File: src/rtl/fifo_wr_gen.sv
// fifo_wr_gen -- write-side traffic generator for the FIFO bench.
// Drives wen/wdata into a FIFO write port in the write clock domain and
// honours backpressure from full. It generates incrementing, LFSR or
// bursty-incrementing data, either for a programmed word count or
// continuously until stopped.
//
// Ports:
//   wclk, rstn      write clock, synchronous active-low reset
//   start, stop     begin a run (IDLE/DONE only) / end it early (RUN/GAP only)
//   mode            00 incr, 01 LFSR, 10 bursty incr, 11 same as 00
//   num_words       words per run, 0 = continuous
//   full            FIFO backpressure
//   wen, wdata      FIFO write port
//   busy, done      run status
//   sent_cnt        accepted writes in the current run
//   chksum          XOR of accepted wdata in the current run
//                   (present only when FIFO_WR_GEN_CHKSUM_EN is defined)
module fifo_wr_gen #(
    parameter int                D_SIZE    = 8,
    parameter int                CNT_W     = 16,
    parameter int                BURST_LEN = 4,
    parameter int                IDLE_LEN  = 2,
    parameter logic [D_SIZE-1:0] SEED      = D_SIZE'(1),
    parameter logic [D_SIZE-1:0] TAPS      = D_SIZE'(8'hB8)
) (
    input  logic              wclk,
    input  logic              rstn,
    input  logic              start,
    input  logic              stop,
    input  logic [1:0]        mode,
    input  logic [CNT_W-1:0]  num_words,
    input  logic              full,
    output logic              wen,
    output logic [D_SIZE-1:0] wdata,
    output logic              busy,
    output logic              done,
    output logic [CNT_W-1:0]  sent_cnt
`ifdef FIFO_WR_GEN_CHKSUM_EN
   ,output logic [D_SIZE-1:0] chksum
`endif
);

    typedef enum logic [1:0] {IDLE, RUN, GAP, DONE} state_t;

    localparam logic [1:0] M_INC   = 2'b00;
    localparam logic [1:0] M_LFSR  = 2'b01;
    localparam logic [1:0] M_BURST = 2'b10;

    localparam int BW = (BURST_LEN > 1) ? $clog2(BURST_LEN) : 1;
    localparam int GW = (IDLE_LEN  > 1) ? $clog2(IDLE_LEN)  : 1;
    localparam logic [BW-1:0] BURST_LAST = BW'(BURST_LEN - 1);
    localparam logic [GW-1:0] GAP_LAST   = GW'(IDLE_LEN - 1);
    // An all-zero LFSR would lock up, so a zero seed is promoted to 1.
    localparam logic [D_SIZE-1:0] SEED_EFF = (SEED == '0) ? D_SIZE'(1) : SEED;

    state_t            state_q, state_d;
    logic [D_SIZE-1:0] wdata_q, wdata_d;
    logic [CNT_W-1:0]  sent_q, sent_d;
    logic [1:0]        mode_q, mode_d;
    logic [CNT_W-1:0]  num_q, num_d;
    logic [BW-1:0]     burst_q, burst_d;
    logic [GW-1:0]     gap_q, gap_d;
    logic [D_SIZE-1:0] chk_q, chk_d;

    logic              accept;
    logic [CNT_W-1:0]  sent_inc;
    logic [D_SIZE-1:0] next_data;
    logic [1:0]        mode_in;

    assign accept   = (state_q == RUN) && !full;
    assign sent_inc = sent_q + CNT_W'(1);
    // Mode 11 is folded onto incrementing at latch time.
    assign mode_in  = (mode == 2'b11) ? M_INC : mode;

    always_comb begin
        next_data = wdata_q + D_SIZE'(1);
        if (mode_q == M_LFSR)
            next_data = wdata_q[0] ? ((wdata_q >> 1) ^ TAPS) : (wdata_q >> 1);
    end

    always_comb begin
        state_d = state_q;
        wdata_d = wdata_q;
        sent_d  = sent_q;
        mode_d  = mode_q;
        num_d   = num_q;
        burst_d = burst_q;
        gap_d   = gap_q;
        chk_d   = chk_q;
        case (state_q)
            IDLE, DONE: begin
                if (start) begin
                    state_d = RUN;
                    mode_d  = mode_in;
                    num_d   = num_words;
                    sent_d  = '0;
                    wdata_d = (mode_in == M_LFSR) ? SEED_EFF : '0;
                    burst_d = '0;
                    gap_d   = '0;
                    chk_d   = '0;
                end
            end
            RUN: begin
                if (accept) begin
                    sent_d  = sent_inc;
                    wdata_d = next_data;
                    burst_d = burst_q + BW'(1);
                    chk_d   = chk_q ^ wdata_q;
                end
                if (accept && num_q != '0 && sent_inc == num_q) begin
                    state_d = DONE;
                end else if (stop) begin
                    state_d = DONE;
                end else if (mode_q == M_BURST && accept && burst_q == BURST_LAST) begin
                    state_d = GAP;
                    burst_d = '0;
                    gap_d   = '0;
                end
            end
            GAP: begin
                if (stop)
                    state_d = DONE;
                else if (gap_q == GAP_LAST)
                    state_d = RUN;
                else
                    gap_d = gap_q + GW'(1);
            end
            default: state_d = IDLE;
        endcase
    end

    always_ff @(posedge wclk) begin
        if (!rstn) begin
            state_q <= IDLE;
            wdata_q <= '0;
            sent_q  <= '0;
            mode_q  <= M_INC;
            num_q   <= '0;
            burst_q <= '0;
            gap_q   <= '0;
            chk_q   <= '0;
        end else begin
            state_q <= state_d;
            wdata_q <= wdata_d;
            sent_q  <= sent_d;
            mode_q  <= mode_d;
            num_q   <= num_d;
            burst_q <= burst_d;
            gap_q   <= gap_d;
            chk_q   <= chk_d;
        end
    end

    assign wen      = (state_q == RUN);
    assign busy     = (state_q == RUN) || (state_q == GAP);
    assign done     = (state_q == DONE);
    assign wdata    = wdata_q;
    assign sent_cnt = sent_q;
`ifdef FIFO_WR_GEN_CHKSUM_EN
    assign chksum   = chk_q;
`endif

endmodule

File: config.mk
export PLATFORM = sky130hd
export DESIGN_NAME = fifo_wr_gen
export DESIGN_NICKNAME = d
export VERILOG_FILES = /design/src/rtl/fifo_wr_gen.sv
export SDC_FILE = /design/constraint.sdc
export NUM_CORES = 1
export LEC_CHECK = 0
export CORE_ASPECT_RATIO = 0.5
export CORE_UTILIZATION = 49
export CTS_CLUSTER_DIAMETER = 40
export DETAILED_ROUTE_END_ITERATION = 10
export GPL_TIMING_DRIVEN = 0
export HOLD_SLACK_MARGIN = 0.1
export PLACE_DENSITY = 0.84
export SYNTH_ARGS = -nofsm -noshare
export SYNTH_HDL_FRONTEND = slang
export SYNTH_SLANG_ARGS = --single-unit
File: constraint.sdc
create_clock -name wclk -period 3.5 [get_ports wclk]
set_input_delay 0.7 -clock wclk [delete_from_list [all_inputs] [get_ports wclk]]
set_output_delay 0.7 -clock wclk [all_outputs]
set_load 0.02 [all_outputs]
==> results.json, run 1 <==
{
  "status": "completed",
  "cp_data_required_time_ns": 3.67,
  "ctsHtreeMaxLevel": 2,
  "path_class": "flip-flop to flip-flop",
  "via_count": 2777,
  "ctsResizeCount": 0,
  "dpl.hpwl_um": 5210,
  "initial_core_util": 0.512,
  "clk_latency_ns": 0.28,
  "hold_end": "burst_q[1]",
  "regToRegEndpoint": "state_q[0]",
  "die_h_um": 55.8,
  "reg2reg_depth": 9,
  "syn_area_per_cell_um2": 7.77,
  "max-cap-violations": 0,
  "drive_above_1_share": 0.0427,
  "ys.flop_type": "dfxtp_1",
  "post_cts_buffers": 0,
  "slew_violations": 0,
  "core_area_um2": 5540,
  "grt_pass1_wl_um": 11100,
  "postRouteAntennaNets": 0,
  "max_freq_mhz": 312,
  "nFillCells": 487,
  "end_kind": "flip-flop",
  "synthTopCellsByCount": "nand2_1 (62), dfxtp_1 (47), o21ai_0 (28), xnor2_1 (22), a21boi_0 (21)",
  "synth_fp_nets": 394,
  "synth.area.top_cells": "dfxtp_1 (33%), nand2_1 (8.2%), xnor2_1 (6.8%), a21boi_0 (5.6%), o21ai_0 (4.9%)",
  "clock-root-buffer": "clkbuf_16",
  "worst_pin_slew_ns": 0.557,
  "wirelength_um": 7010,
  "grt_pass1_vias": 2408,
  "synthCells": 365,
  "drtIter0Drc": 135,
  "tns_ns": 0,
  "path_clk_slew_ns": 0.06,
  "ys_types": 44,
  "portBuffers": 49,
  "hp-class": "flip-flop to flip-flop",
  "max-clock-path-buffers": 2,
  "ir_drop_mv": 0.364,
  "async_flop_share": 0,
  "wl_per_cell_um": 14.2,
  "drc": 0,
  "r2r-start": "sent_cnt[0]",
  "cts_tree": "built",
  "synth-edff-count": 0,
  "numCtsBuffers": 5,
  "overflow": 0,
  "die_w_um": 110,
  "synthesis.area_um2": 2840,
  "critPathArrivalTime_ns": 3.38,
  "yosysMostFrequentCell": "nand2_1",
  "ys_seq_area_frac": 0.332,
  "hold_depth": 2,
  "total_power_mw": 1.87,
  "via_per_inst": 5.61,
  "hp-start": "burst_q[1]",
  "cts.sinks": 47,
  "area_growth_pct": 25.4,
  "powerDensity_nw_per_um2": 525,
  "n_antenna_cell": 0,
  "rows": 19,
  "gr-usage-all-layers": 0.234,
  "firstDrtPassIters": 5,
  "yosysWarnings": 0,
  "post-route-min-period_ns": 3.20,
  "cp-start-kind": "flip-flop",
  "r2r_slack_ns": 0.30,
  "synth-seq-cells": 47,
  "nNetsFinal": 450,
  "rsz0062_at_grt": "false",
  "yosys.area.top_type": "dfxtp_1",
  "io-pin-count": 50,
  "dieArea_um2": 6120,
  "fin_skew_ns": 0.00568,
  "hold_violations": 0,
  "cts_hold_buf": 0,
  "slew_headroom": 0.629,
  "fin_crit_sh": 0.915,
  "gp_congestion": 0.848,
  "grt_antenna_before_repair": 0,
  "synth.top_cell.area_share": 0.332,
  "worst-path-max-fanout": 8,
  "final-setup-viol-count": 0,
  "leakage_nw": 1.28,
  "grt_max_degree": 14
}
critical path, cell delays in order (launching register included):
cell and delay [ns]:
dfxtp_1 0.48, ha_1 0.33, nand3_2 0.20, or4_1 0.61, xnor2_1 0.17, a211oi_1 0.21, o2111ai_1 0.19, nor4b_4 0.52
nor2_2 0.07, mux2_4 0.31
layout by cell type, fill, tap and decap left out, types with 2 or more instances in the layout:
cell,instances
nor3_1,12
nand3_1,9
and2_1,7
clkbuf_1,19
a21boi_0,21
xnor2_1,22
and3_1,6
o21ai_0,28
nor4b_4,2
clkdlybuf4s50_1,49
a211oi_1,3
nor3b_1,4
nor4_1,8
nand3b_1,2
o21a_1,2
a22oi_1,5
nor2b_1,18
clkbuf_16,5
nand3_2,2
dfxtp_1,47
and4_1,3
nand2b_1,4
o21ai_1,3
nand4_1,2
o211ai_1,4
inv_1,5
ha_1,6
buf_2,3
nor2_1,18
xor2_1,9
nand2_1,62
a21oi_1,17
through the flow:
stage	utilization	worst slack, ns	std cells	hold slack (ns)	instance area, um^2
2_1_floorplan	-	0.584	365	0.440	2840
3_3_place_gp	0.617	0.376	487	0.449	3420
3_5_place_dp	0.617	0.345	487	0.460	3420
4_1_cts	0.642	0.325	495	0.470	3560
5_1_grt	0.642	0.0775	495	0.478	3560
6_report	0.642	0.297	495	0.475	3560
layout make-up:
type	count	area (um^2)	area share
Tap cell	73	91.3	0.0257
Clock inverter	1	5.00	0.00141
Multi-Input combinational cell	292	1790	0.505
Timing Repair Buffer	49	490	0.138
Sequential cell	47	941	0.265
Inverter	5	18.8	0.00528
Clock buffer	7	133	0.0373
Buffer	21	82.6	0.0232
sequential cells by signal, indices dropped and copies added (netlist names):
| signal | flops |
|---|---|
| sent_cnt | 16 |
| mode_q | 2 |
| burst_q | 2 |
| num_q | 16 |
| state_q | 2 |
| gap_q | 1 |
| wdata | 8 |
cells by family (layout without fill, tap and decap cells):
logic type | count (synthesis) | after routing | synth area share
simple gates | 164 | 164 | 0.306
compound gates | 88 | 88 | 0.191
mux | 3 | 3 | 0.0128
flops | 47 | 47 | 0.332
buf+inv | 26 | 83 | 0.0357
xor+xnor | 31 | 31 | 0.0957
fa+ha+maj | 6 | 6 | 0.0265
metal layers:
layer  GRT usage  routed length, um  vias to the layer above
li1            -                  -                     1378
met1       0.325               3380                     1304
met2       0.376               3100                       84
met3      0.0410                466                       11
met4      0.0590                 68                        0
met5           0                  0                        -
where the power goes:
| part | internal [mW] | switching [mW] |
|---|---|---|
| logic | 0.291 | 0.465 |
| clock network | 0.264 | 0.197 |
| registers | 0.593 | 0.0588 |
| total | 1.15 | 0.721 |
worst max-delay path by stage:
stage | startpoint | endpoint | slack (ns) | cells past startpoint
CTS | sent_cnt[0] | state_q[0] | 0.33 | 9
detailed placement | sent_cnt[0] | state_q[0] | 0.35 | 9
global route | sent_cnt[0] | state_q[0] | 0.08 | 9
global placement | full | state_q[0] | 0.38 | 9
floorplan | sent_cnt[0] | state_q[0] | 0.58 | 9
finish | sent_cnt[0] | state_q[0] | 0.30 | 9
Note: power is estimated with default switching activity, not from simulation.
==> run 2, diff against run 1 <==
GPL_ROUTABILITY_DRIVEN = 0   (was default)
==> results of run 2 <==
Same layout as run 1: the final DEF is identical, and so are final timing and power.
